<file path="src/rtl/sync_fifo_ff.sv">
// Single-clock FIFO of arbitrary depth with fill count, almost-full/almost-empty
// flags, sticky overflow/underflow flags and either show-ahead or registered read.
module sync_fifo_ff #(
  parameter int DATA_WIDTH = 8,
  parameter int DEPTH      = 16,
  parameter int CNT_WIDTH  = $clog2(DEPTH + 1),
  parameter int AF_THRESH  = DEPTH - 2,
  parameter int AE_THRESH  = 2,
  parameter bit FWFT       = 1'b1
) (
  input  logic                  clk,
  input  logic                  rst,
  input  logic                  winc,
  input  logic [DATA_WIDTH-1:0] wdata,
  output logic                  wfull,
  output logic                  walmost_full,
  input  logic                  rinc,
  output logic [DATA_WIDTH-1:0] rdata,
  output logic                  rvalid,
  output logic                  rempty,
  output logic                  ralmost_empty,
  output logic [CNT_WIDTH-1:0]  count,
  input  logic                  clr_err,
  output logic                  overflow,
  output logic                  underflow
);

  localparam int PTR_WIDTH = (DEPTH > 1) ? $clog2(DEPTH) : 1;
  localparam logic [PTR_WIDTH-1:0] PTR_LAST = PTR_WIDTH'(DEPTH - 1);
  localparam logic [CNT_WIDTH-1:0] CNT_FULL = CNT_WIDTH'(DEPTH);
  localparam logic [CNT_WIDTH-1:0] AF_LVL   = CNT_WIDTH'(AF_THRESH);
  localparam logic [CNT_WIDTH-1:0] AE_LVL   = CNT_WIDTH'(AE_THRESH);

  logic [DATA_WIDTH-1:0] mem [DEPTH];
  logic [PTR_WIDTH-1:0]  wptr;
  logic [PTR_WIDTH-1:0]  rptr;
  logic [CNT_WIDTH-1:0]  count_q;
  logic                  overflow_q;
  logic                  underflow_q;
  logic                  wr_acc;
  logic                  rd_acc;

  // Flags decode only the registered count, so winc/rinc never reach them combinationally.
  assign wfull         = (count_q == CNT_FULL);
  assign rempty        = (count_q == '0);
  assign walmost_full  = (count_q >= AF_LVL);
  assign ralmost_empty = (count_q <= AE_LVL);
  assign count         = count_q;
  assign overflow      = overflow_q;
  assign underflow     = underflow_q;

  assign wr_acc = winc & ~wfull;
  assign rd_acc = rinc & ~rempty;

  always_ff @(posedge clk) begin
    if (!rst && wr_acc) begin
      mem[wptr] <= wdata;
    end
  end

  always_ff @(posedge clk) begin
    if (rst) begin
      wptr <= '0;
      rptr <= '0;
    end else begin
      if (wr_acc) begin
        wptr <= (wptr == PTR_LAST) ? '0 : wptr + 1'b1;
      end
      if (rd_acc) begin
        rptr <= (rptr == PTR_LAST) ? '0 : rptr + 1'b1;
      end
    end
  end

  always_ff @(posedge clk) begin
    if (rst) begin
      count_q <= '0;
    end else begin
      case ({wr_acc, rd_acc})
        2'b10:   count_q <= count_q + 1'b1;
        2'b01:   count_q <= count_q - 1'b1;
        default: count_q <= count_q;
      endcase
    end
  end

  // A new error in the same cycle as clr_err keeps the flag set.
  always_ff @(posedge clk) begin
    if (rst) begin
      overflow_q  <= 1'b0;
      underflow_q <= 1'b0;
    end else begin
      if (winc && wfull) begin
        overflow_q <= 1'b1;
      end else if (clr_err) begin
        overflow_q <= 1'b0;
      end
      if (rinc && rempty) begin
        underflow_q <= 1'b1;
      end else if (clr_err) begin
        underflow_q <= 1'b0;
      end
    end
  end

  if (FWFT) begin : g_fwft
    assign rdata  = mem[rptr];
    assign rvalid = ~rempty;
  end else begin : g_reg
    logic [DATA_WIDTH-1:0] rdata_q;
    logic                  rvalid_q;

    always_ff @(posedge clk) begin
      if (rst) begin
        rdata_q  <= '0;
        rvalid_q <= 1'b0;
      end else begin
        rvalid_q <= rd_acc;
        if (rd_acc) begin
          rdata_q <= mem[rptr];
        end
      end
    end

    assign rdata  = rdata_q;
    assign rvalid = rvalid_q;
  end

endmodule
</file>
<file path="config.mk">
export PLATFORM = sky130hd
export DESIGN_NAME = sync_fifo_ff
export DESIGN_NICKNAME = d
export VERILOG_FILES = /design/src/rtl/sync_fifo_ff.sv
export SDC_FILE = /design/constraint.sdc
export NUM_CORES = 1
export LEC_CHECK = 0
export BUFFER_PORTS_ARGS = -buffer_cell sky130_fd_sc_hd__buf_4
export CAP_MARGIN = 20
export CORE_MARGIN = 2
export CORE_UTILIZATION = 50
export CTS_CLUSTER_SIZE = 8
export DETAILED_ROUTE_END_ITERATION = 10
export GPL_TIMING_DRIVEN = 0
export PLACE_DENSITY = 0.67
export SLEW_MARGIN = 30
export SYNTH_ARGS = -nofsm -noshare
export SYNTH_HDL_FRONTEND = slang
export SYNTH_SLANG_ARGS = --single-unit
</file>
<file path="constraint.sdc">
create_clock -name clk -period 5.25 [get_ports clk]
set_input_delay 1.05 -clock clk [delete_from_list [all_inputs] [get_ports clk]]
set_output_delay 1.05 -clock clk [all_outputs]
set_load 0.005 [all_outputs]
</file>
Word-level counts from Yosys, hierarchy flattened:

Memories as Yosys holds them, arrays and structs flattened. A register that Yosys moved wholly into a read port is not among the register bits.
Cells that the tools add are included.

* $add $sub $neg: 4
* $mul: 0
* div/mod/pow operators: 0
* order comparisons: 2
* eq/ne operators: 5
* shifts and indexed selects: 0
* multiplexer cells: 10
* bitwise operators: 4
* reductions and logical operators: 8

Operator list (count)
* $mux W4: 4
* $pmux W5 S2: 1
* $add A4 B1 Y4 const B: 2
* $eq A4 B4 Y1 const B: 2
* $reduce_bool A2 Y1: 3
* $add A5 B1 Y5 const B: 1
* $eq A5 B5 Y1 const B: 1
* $ge A5 B4 Y1 const B: 1
* $le A5 B2 Y1 const B: 1
* $logic_not A5 Y1: 1
* $mux W1: 5
* $sub A5 B1 Y5 const B: 1
* $logic_and A1 B1 Y1: 3
* $and A1 B1 Y1: 2
* $eq A2 B1 Y1 const B: 1
* $eq A2 B2 Y1 const B: 1
* $not A1 Y1: 2
* $logic_not A1 Y1: 1

* flip-flop bits (word level): 15
* bits in latches: 0
* RAM bits: 128
* memory bits (read-only): 0
* input bits: 13
* logic and storage cells: 39
* memories: 1

Memories
* mem: depth 16, bits a word 8, read ports 1, clocked after Yosys merged registers in 1, wr ports 1, line 34 `logic [DATA_WIDTH-1:0] mem [DEPTH];`

Depth between registers and ports, before layout:

* depth in word-level cells: 6
* depth in mapped cells: 12
* mapped depth without buffers: 10

Least setup slack after synthesis:

No wires, ideal clock.

* kind: register to register
* start point: register count_q[1] (netlist: count[1])
* end point: register count_q[4] (netlist: count[4])
* library setup time: 0.063 ns
* data arrival time: 2.866 ns
* data required time: 5.187 ns
* path slack: 2.322 ns
* cell stages (with the launch flop): 13
* path through: dfxtp_1 -> buf_6 -> or4_4 -> buf_6 -> o21a_4 -> clkinv_4 -> ha_1 -> xor2_1 -> ha_1 -> a21oi_1 -> a221oi_1 -> or4b_1 -> nand3_1

* longest elaborated chain between the ends: 5
* elaborated cells on any way between the ends: 12

Ends and longest elaborated chain
* start: declaration: line 37 `logic [CNT_WIDTH-1:0] count_q;`
* start signal: assignment: line 80 `2'b10: count_q <= count_q + 1'b1;`
* start signal: assignment: line 81 `2'b01: count_q <= count_q - 1'b1;`
* start signal: assignment: line 82 `default: count_q <= count_q;`
* $eq A5 B5 Y1 / $logic_not A5 Y1 (equally long branches): line 44, 45
* $not A1 Y1 (on tied branches): line 52, 53
* $and A1 B1 Y1 (on tied branches): line 52, 53
* $eq A2 B1 Y1 / $eq A2 B2 Y1 (equally long branches): line 79 `case ({wr_acc, rd_acc})`
* $pmux W5 S2 / $reduce_bool A2 Y1 (equally long branches)

Parallel ways exist; a longest one is shown, timed or not.
A chain may end at the register's enable or synchronous reset.

==> results.md <==
* Status: finished with violations
* Failing checks: DRC
* Met3 GRT Util at between 5 and 6%
* Clock slew at reported path FFs at roughly 0.06 ns
* Pwr Total at 3.28 mW
* Pleak at ~2.3 nW
* Post-CTS Hold Buffers at 0
* Cells after Synth at between 300 and 400
* First-pass GRT wire length at approximately 18000 um
* Initial DRC Count at 275
* Drt first pass iters at 8
* Pwr/cell area at approximately 470 nW/um^2
* H-tree levels at 4
* Simple-gate share of the synthesized area at under 10%
* Area leader, netlist: edfxtp_1
* Largest net degree at the start of global routing at 17
* Top-Level Pins at 33
* Port bufs at 32
* CTS sink cnt at 147
* Num CTS Buffers at 17
* Maximum capacitance violations at 0
* PostCTS Resize Cnt at 0
* Root Buffer: clkbuf_16
* Core ar. at roughly 12000 sq um
* HPWL after DPL at ~7700 um
* Final period utilization at 69.5%
* Fin nets at about 410
* GR Util All Layers at 19.8%
* Syn Nets at 362
* Min Tclk post-route at about 3.6 ns
* GRT overflow at 0
* Slew at the pin closest to its max-slew limit at 0.888 ns
* Worst EP required at 4.20 ns
* Area grow syn2layout at 16.4%
* Endpoint type of the worst setup path: primary output
* Fin Hold WS at a little over 0.5 ns
* Adder-cell share of the synthesized area at roughly 1.9%
* Kind of start point of the critical path: flip-flop
* Clk_skew at between 0.01 and 0.015 ns
* Crit Path Category: reg -> out
* Hold crit path type: reg -> reg
* Sequential area share after synthesis at 70.8%
* Vias in the first global route at 3142
* Slew headroom at ~41%
* Top post-synthesis cells by area: edfxtp_1 64%, mux4_2 12%, dfxtp_1 6.4%
* CTS tree: yes
* Pins Over Slew Limit at 0
* FMAX at between 0.2 and 0.3 GHz
* Placed cells at 515
* Largest family of logic cells by synthesized area: multiplexers
* Yosys reg bits at ~150
* Compound-Gate Fraction of Synth Area at ~5.8%
* Setup TNS at 0 ns
* DR vias at around 3.2k
* Met1 usage at a little over a quarter
* Asr flop ratio synth at 0%
* Hold Vio Cnt, Final at 0
* RSZ-0062 raised after global routing: false
* # DRC at 1
* Mux cell area share after synthesis at 12.4%
* # Post-CTS Setup Buffers at 0
* Routing usage on met2 at a little under a third
* Wire length per cell at 21.4 um
* Ratio of cells with drive above 1 in the final layout at a little over a quarter
* GP Congestion at roughly 0.78
* Initial core utilization at about half
* Post-DRT Antenna Nets at 0
* Die W at roughly 110 um
* Die ar. at 12800 sq um
* EDFF count, synth at about 130
* Post-Synth XOR/XNOR Area at less than 1%
* Cell variety after synth at between 40 and 50
* Syn_area_per_cell at between 15 and 20 sq um
* Clock Latency Late Sink at 0.43 ns
* Post-synthesis instance area at between 5000 and 6000 sq um
* Setup Viol. Count Final at 0
* GRT busiest layer: met2
* Final non-filler cell total at 547
* Ys Warns at 0
* Arrival time worst endpoint at about 2.6 ns
* Total wire length at approximately 12000 um
* Worst-path maximum fanout at 10
* Row cnt at 39
* Max Buffers Root-to-Sink at 2
* Die Span Y at 113 um
* Area share of the largest cell type after synthesis at between 60% and 70%
* Via/cell ratio at between 5 and 6
* Initial antenna violation count at 0
* N_diodes at 0
* Main synth FF type: edfxtp_1
* VDD IR max at approximately 300 uV
-- routing by layer --
metal	vias up	part of all wire [%]
li1	1458	-
met1	1613	43
met2	97	50
met3	14	5.4
met4	0	1.7
met5	-	0
-- cell usage in the layout, fill, tap and decap left out, types with 3 or more instances in the layout --
cell type / instances
edfxtp_1: 128
mux4_2: 32
buf_4: 32
nor2_1: 29
dfxtp_1: 19
nand2_1: 17
clkbuf_16: 17
a22oi_1: 16
clkbuf_1: 12
ha_1: 9
a21oi_1: 7
clkinv_2: 7
inv_1: 6
nand3_1: 6
nand2b_1: 5
buf_2: 4
nor2b_1: 4
xor2_1: 4
nor3b_1: 3
o21ai_0: 3
-- sequential cells by signal (all words and copies together), names as in the netlist, named ones only --
register / cells
mem: 128
count: 5
rptr: 4
wptr: 4
overflow: 1
underflow: 1
-- report_power, final --
part | switching, mW | internal [mW]
combinational | 0.395 | 0.382
sequential | 0.0377 | 1.32
clock | 0.443 | 0.702
-- kinds of logic after synthesis --
logic type      Yosys count
mux                      34
buf+inv                  25
xor+xnor                  5
fa+ha+maj                 9
simple gates             77
compound gates           43
flops                   147
-- synth_stat cells, drive strengths merged (2+ instances only) --
cell type	number
nor3b	3
and3	2
or3	2
mux2i	2
o21ai	4
xor2	4
clkbuf	10
a21oi	9
nand3	6
ha	9
edfxtp	128
a311o	2
nand2b	5
a2111oi	2
inv	6
nor2	29
a41oi	2
mux4	32
a22oi	16
a221oi	2
nand3b	2
buf	8
nand2	17
or4	2
dfxtp	19
nor2b	4
o211ai	2
-- worst paths after layout --
path                                       startpoint                     to  slack [ns]  cells after the start
worst max-delay path                        flip-flop               rdata[0]        1.60                      6
worst min register to register   rptr[0]$_SDFFE_PP0N_   rptr[0]$_SDFFE_PP0N_        0.51                      2
worst min-delay path             rptr[0]$_SDFFE_PP0N_   rptr[0]$_SDFFE_PP0N_        0.51                      2
worst max register to register  count[1]$_SDFFE_PP0P_  count[4]$_SDFFE_PP0P_        2.05                     12
-- critical path: stages (launching register included) --
cell	delay (ns)
dfxtp_1	0.30
clkbuf_1	0.30
buf_2	0.41
mux4_2	0.56
a22oi_1	0.34
nand2_1	0.12
buf_4	0.15
-- layout make-up --
| type | instances | area (sq um) |
|---|---|---|
| clock inverter | 12 | 114 |
| fill | 891 | 4570 |
| clock buffer | 20 | 447 |
| tap | 143 | 179 |
| buffer | 18 | 87.6 |
| timing repair buffer | 32 | 240 |
| inverter | 7 | 31.3 |
| multi-input combinational | 168 | 1620 |
| sequential | 147 | 4220 |
-- through the flow --
step | instance area [sq um] | utilization (%) | setup WS [ns]
3_3_place_gp | 6380 | 55.4 | 2.03
4_1_cts | 6950 | 60.3 | 1.56
5_1_grt | 6950 | 60.3 | 1.45
6_report | 6950 | 60.3 | 1.60
3_5_place_dp | 6380 | 55.4 | 2.02
2_1_floorplan | 5970 | - | 2.32
Power figures use the tool's default switching activity.
